File: src/rtl/bc_mac_pkg.sv
// bc_mac_pkg: shared BC-MAC row geometry and drain FSM state encoding
package bc_mac_pkg;
  localparam int SEG_W = 4;
  localparam int NUM_SEG = 4;
  localparam int OUT_W = SEG_W * NUM_SEG;
  typedef enum logic [1:0] {
    ST_IDLE  = 2'd0,
    ST_DRAIN = 2'd1,
    ST_HOLD  = 2'd2
  } state_t;
endpackage

File: src/rtl/bc_mac_drain_round_sat.sv
// bc_round_sat: unsigned truncate, optional round-half-up, saturate on carry-out
module bc_round_sat #(
  parameter int OUT_W = 16,
  parameter int TRUNC = 0,
  parameter int RND = 0,
  localparam int RES_W = OUT_W - TRUNC
) (
  input  logic [OUT_W-1:0] w,
  output logic [RES_W-1:0] res
);
  logic rbit;
  logic [RES_W:0] sum;
  generate
    if (RND != 0 && TRUNC > 0) begin : g_rnd
      assign rbit = w[TRUNC-1];
    end else begin : g_nornd
      assign rbit = 1'b0;
    end
  endgenerate
  assign sum = {1'b0, w[OUT_W-1:TRUNC]} + {{RES_W{1'b0}}, rbit};
  assign res = sum[RES_W] ? '1 : sum[RES_W-1:0];
endmodule

File: src/rtl/bc_mac_drain.sv
// bc_mac_drain: drains a BC-MAC row's sumout chain LSB-first and presents one post-processed word per drain
module bc_mac_drain #(
  parameter int SEG_W = bc_mac_pkg::SEG_W,
  parameter int NUM_SEG = bc_mac_pkg::NUM_SEG,
  parameter int TRUNC = 0,
  parameter int RND = 0,
  localparam int OUT_W = SEG_W * NUM_SEG,
  localparam int RES_W = OUT_W - TRUNC
) (
  input  logic             clk,
  input  logic             rst_n,
  input  logic             start,
  input  logic             abort,
  input  logic             ser_in,
  output logic             sft_en,
  output logic             sft_in,
  output logic             act_gate,
  output logic             busy,
  output logic [RES_W-1:0] res_data,
  output logic             res_valid,
  input  logic             res_ready
);
  import bc_mac_pkg::*;
  localparam int CW = $clog2(OUT_W);
  state_t state;
  logic [CW-1:0] cnt;
  logic [OUT_W-1:0] cap, nxt;
  logic [RES_W-1:0] f_res;
  assign nxt = {ser_in, cap[OUT_W-1:1]};
  bc_round_sat #(.OUT_W(OUT_W), .TRUNC(TRUNC), .RND(RND)) u_rs (.w(nxt), .res(f_res));
  assign sft_en = state == ST_DRAIN;
  assign act_gate = state == ST_DRAIN;
  assign busy = state == ST_DRAIN;
  assign res_valid = state == ST_HOLD;
  assign sft_in = 1'b0;
  always_ff @(posedge clk or negedge rst_n)
    if (!rst_n) begin
      state <= ST_IDLE;
      cnt <= '0;
      cap <= '0;
      res_data <= '0;
    end else
      case (state)
        ST_IDLE: if (start) begin
          state <= ST_DRAIN;
          cnt <= '0;
        end
        ST_DRAIN: if (abort) state <= ST_IDLE;
        else begin
          cap <= nxt;
          cnt <= cnt + CW'(1);
          if (cnt == CW'(OUT_W - 1)) begin
            state <= ST_HOLD;
            res_data <= f_res;
          end
        end
        ST_HOLD: if (res_ready) begin
          state <= start ? ST_DRAIN : ST_IDLE;
          cnt <= '0;
        end
        default: state <= ST_IDLE;
      endcase
endmodule

File: config.mk
export PLATFORM = sky130hd
export DESIGN_NAME = bc_mac_drain
export DESIGN_NICKNAME = d
export VERILOG_FILES = /design/src/rtl/bc_mac_pkg.sv /design/src/rtl/bc_mac_drain_round_sat.sv /design/src/rtl/bc_mac_drain.sv
export SDC_FILE = /design/constraint.sdc
export NUM_CORES = 1
export LEC_CHECK = 0
export BUFFER_PORTS_ARGS = -buffer_cell sky130_fd_sc_hd__buf_2
export CORE_ASPECT_RATIO = 0.9
export CORE_MARGIN = 2
export CORE_UTILIZATION = 45
export DETAILED_ROUTE_END_ITERATION = 16
export PLACE_DENSITY = 0.72
export SLEW_MARGIN = 25
export SYNTH_ARGS = -nofsm -noshare
export SYNTH_HDL_FRONTEND = slang
export SYNTH_HIERARCHICAL = 1
export SYNTH_SLANG_ARGS = --single-unit
File: constraint.sdc
create_clock -name clk -period 3.3 [get_ports clk]
set_clock_uncertainty 0.1 [all_clocks]
set_input_delay 0.99 -clock clk [delete_from_list [all_inputs] [get_ports clk]]
set_output_delay 0.99 -clock clk [all_outputs]
set_load 0.1 [all_outputs]
# Yosys cells after proc, flatten, opt, wreduce, memory -nomap -nowiden
# Index checks and enable logic that the tools add are counted.
[word_totals]
memories = 0
ram_bits = 0
regBits = 38
elab_cells = 29
out_inout_bits = 21
in_bits = 6
romBits = 0
latch_bits = 0
[classes]
n_eq_ne = 7
reduce_logical = 6
bitwise = 1
n_lt_le_gt_ge = 0
addsub = 1
n_div = 0
n_mux = 10
mul = 0
shift = 0
[op_table]
columns = ["op", "n"]
rows = [
  ["$mux 4", 3],
  ["$pmux 4 s3", 1],
  ["$mux 2", 4],
  ["$pmux 2 s3", 1],
  ["$reduce_and 3->1", 2],
  ["$add 4x1->4 const B", 1],
  ["$eq 4x4->1 const B", 1],
  ["$ne 2x2->1 const B", 2],
  ["$reduce_and 4->1", 1],
  ["$ne 3x2->1 const B", 1],
  ["$reduce_bool 3->1", 1],
  ["$eq 2x1->1 const B", 1],
  ["$eq 2x2->1 const B", 1],
  ["$logic_not 2->1", 1],
  ["$ne 2x1->1 const B", 1],
  ["$reduce_and 2->1", 1],
  ["$mux 1", 1],
  ["$not 1->1", 1],
]

# Logic depth before layout (Yosys ltp)
[depth]
word_depth = 4
mapped_depth = 6
ltp_nobuf = 4

# By module
# Netlist, hierarchy kept.
[by_module_without_submodules]
columns = ["mod", "area_per_inst_um2", "cells_each", "n_inst", "seq_area_each_um2"]
rows = [
  ["bc_mac_drain", 1614.0, 110, 1, 925.9],
  ["bc_round_sat", 120.1, 16, 1, 0.0],
]

# Least setup slack after synthesis
# No wires, ideal clock.
[synth_path]
kind = "register -> output"
startpoint = "register state[1]"
endpoint = "output port busy"
n_path_buf = 2
t_required_ns = 2.210
path_slack_ns = -0.190
arrival_time_ns = 2.400
path_stages_with_launch = 4
path_cell_list = "dfrtp_1 buf_6 nor2b_1 buf_4"
[synth_via]
elab_chain_cells = 1
[synth_lines]
columns = ["item", "line_no", "source"]
rows = [
  ["start, declared", "bc_mac_drain.sv:25", "state_t state;"],
  ["start signal, assigned", "bc_mac_drain.sv:58", "state <= start ? ST_DRAIN : ST_IDLE;"],
  ["$eq 2x1->1", "-", ""],
  ["end, declared", "bc_mac_drain.sv:18", "output logic busy,"],
]
# No other way between the ends.

# Worst setup path in the final report
[layout_path]
startpoint = "register state[0]"
endpoint = "output port busy"
[layout_via]
elab_chain_cells = 1
[layout_lines]
columns = ["item", "line_no", "source"]
rows = [
  ["$eq 2x1->1", "bc_mac_drain.sv:33", "assign busy = state == ST_DRAIN;"],
]
# No other way between the ends.

==> key figures <==
Status
  – Status: finished clean

STA
  – RSZ-0062 raised after global routing: no
  – Fin crit period: 2.66 ns
  – Fin. max-slew vios: 0
  – Hold Slack: 0.403 ns
  – FMAX: 0.376 GHz
  – Crit share post-route: 80.5%
  – Sum of negative setup slack: 0 ns
  – Final Hold Viols: 0
  – Actual slew at the worst max-slew pin: 0.777 ns
  – Setup Viol. Count Final: 0
  – Slew margin rel.: 48.2%

Floorplanning
  – Initial Util: 46.8%
  – Die Width: 69.4 um
  – Core area: 0.00370 sq mm
  – DIE AREA: 0.00437 sq mm
  – # rows: 21
  – IO Count: 27
  – Die height: 62.9 um

Setup path
  – Crit. Startpoint: state[0]
  – Crit-path cells: nor2b_2, buf_2
  – Worst path depth: 2
  – CP peak stage delay: 0.56 ns
  – WP buf/inv: 1
  – CP max FO: 14
  – R2r setup slk: 1.27 ns
  – Reg2reg path depth: 3
  – Worst Setup Start Kind: flop
  – Critical path class: flop to output port
  – Reg2reg end: res_data[15]
  – Crit path DAT: 1.57 ns
  – R2R Path Start: state[0]
  – Setup crit end: busy
  – WP data required: 2.21 ns
  – Crit end category: output port
  – Worst path slowest cell: dfrtp_1
  – Kind of cell adding the most delay to the critical path: flip-flops

Yosys
  – Synth cell types: 31
  – Asr flop ratio synth: 100%
  – Synth warn: 6
  – Syn Inst Count: 126
  – Seq/Total Area, Yosys: 53.4%
  – Syn Nets: 133
  – Synthesized area: 0.00173 sq mm
  – Post-synth EDFFs: 0
  – Ys flop type: dfrtp_1
  – Yosys reg bits: 37
  – Mean post-synth cell area: 13.8 sq um

Routing
  – DRT Pass-1 Iters: 3
  – Routed Antenna Nets: 0
  – WL/cell: 14.0 um
  – Vias per std cell: 5.03
  – Post-Route WL: 2540 um
  – First DRT Iteration DRCs: 30
  – Vias: 910
  – Drt drc: 0

GRT
  – First-pass GRT wire length: 4320 um
  – Number of global-route vias before repair: 928
  – Tot GR Track Use: 12.8%
  – GRT overflow: 0
  – Pin count of the biggest net entering global routing: 38
  – Initial antenna violation count: 0

Place
  – GPL Wtd Cong: 0.753
  – HPWL reported at the end of detailed placement: 1770 um
  – Port Buffers: 25
  – Post-Place Cells: 174

Final layout
  – Ant. Diodes: 0
  – P&R area growth vs syn: 4.91%
  – Share of cells above drive strength 1: 48.1%
  – Non-filler cells, final: 181
  – Total Nets Final: 142

Pwr
  – PD cells: 624 mW/mm^2
  – Leak Pwr: 0.000934 uW
  – Worst vdd ir: 0.000355 V

Clock network
  – Clk_lat worst skew: 0.28 ns
  – Cts repair resizes: 0
  – Root Buffer Master: clkbuf_8
  – Postcts setup bufs: 0
  – CTS buffer count: 5
  – Hold Buf Count CTS: 0
  – Clock transition at path regs: 0.07 ns
  – TritonCTS clock tree: built
  – Number of H-tree levels: 2
  – Maximum clock path buffer count: 2
  – Num Clock Sinks: 37

Min path
  – Tightest Hold Check Type: flop to flop

Flow run
  – MaxCap Viol Count: 0
[flip-flops by register name, indices dropped and copies added, names as in the netlist]
name	count
state	2
cap	15
res_data	16
cnt	4
[stage by stage]
step | area, sq um | utilization [%] | setup WS [ns] | total power (uW)
after floorplan | 1740 | - | 0.267 | 897
after global placement | 1730 | 46.8 | 0.777 | 824
after detailed placement | 1730 | 46.8 | 0.737 | 842
after CTS | 1820 | 49.1 | 0.642 | 1150
after global routing | 1820 | 49.1 | 0.571 | 1210
final | 1820 | 49.1 | 0.643 | 1140
[area by class of cell]
type	instances	area (sq um)
well taps	46	57.6
multi-input cells	62	606
fillers	331	1890
inverters	3	11.3
repair buffers	26	133
clock buffers	7	86.3
flip-flops and latches	37	926
[worst min-delay path by stage]
| stage | startpoint | endpoint | slack [ns] | cells after the start |
|---|---|---|---|---|
| floorplan | cap[1] | cap[1] | 0.38 | 1 |
| global placement | cap[1] | res_data[0] | 0.38 | 1 |
| detailed placement | cap[1] | cap[1] | 0.39 | 1 |
| CTS | cap[1] | cap[1] | 0.41 | 1 |
| global route | cap[1] | cap[1] | 0.43 | 1 |
| finish | cap[1] | res_data[0] | 0.40 | 1 |
[worst register-to-register path, stage by stage, from the launching register on]
cell and delay, ns:
dfrtp_1 0.56, or3b_1 0.50, nor2_8 0.36, mux2_2 0.39
[Yosys cell counts (2+ instances only)]
| cell | n | area, sq um |
|---|---|---|
| mux2_2 | 22 | 248 |
| nor2_1 | 2 | 7.51 |
| nand2_1 | 2 | 7.51 |
| dfrtp_1 | 37 | 926 |
| buf_6 | 2 | 22.5 |
| inv_1 | 3 | 11.3 |
| nand3_1 | 2 | 10.0 |
| nor2b_1 | 5 | 31.3 |
| buf_4 | 19 | 143 |
| o22ai_1 | 2 | 12.5 |
| a21oi_1 | 2 | 10.0 |
| mux2_4 | 9 | 135 |
[placed cells by master, fill, tap and decap left out, types with 2 or more instances in the layout]
cell type  Yosys  layout
a21oi_1        2       2
buf_2          1      25
clkbuf_8       0       6
dfrtp_1       37      37
inv_1          3       3
mux2_2        22      22
mux2_4         9       9
nand2_1        2       2
nand3_1        2       2
nor2_1         2       2
nor2b_1        5       4
o22ai_1        2       2
[routing by layer]
metal  routed length (um)  track usage (%)
met1                 1160             15.4
met2                 1210             20.4
met4                   26             4.41
met5                    0                0
met3                  153             5.97
[cells by family (layout without fill, tap and decap cells)]
group | after synthesis | after routing | share of synthesized area (%)
flops | 37 | 37 | 53.4
mux | 31 | 31 | 22.1
buf+inv | 27 | 36 | 11.8
simple gates | 18 | 18 | 7.07
compound gates | 11 | 11 | 4.69
fa+ha+maj | 1 | 1 | 0.721
other cells | 1 | 1 | 0.216
[power by group]
part / internal, uW / switching, uW / leakage [uW]
Clock: 165 / 143 / 0.0000443
Combinational: 98.8 / 106 / 0.000398
Sequential: 549 / 74.1 / 0.000492
Total: 813 / 323 / 0.000934
Note: power is estimated with default switching activity, not from simulation.
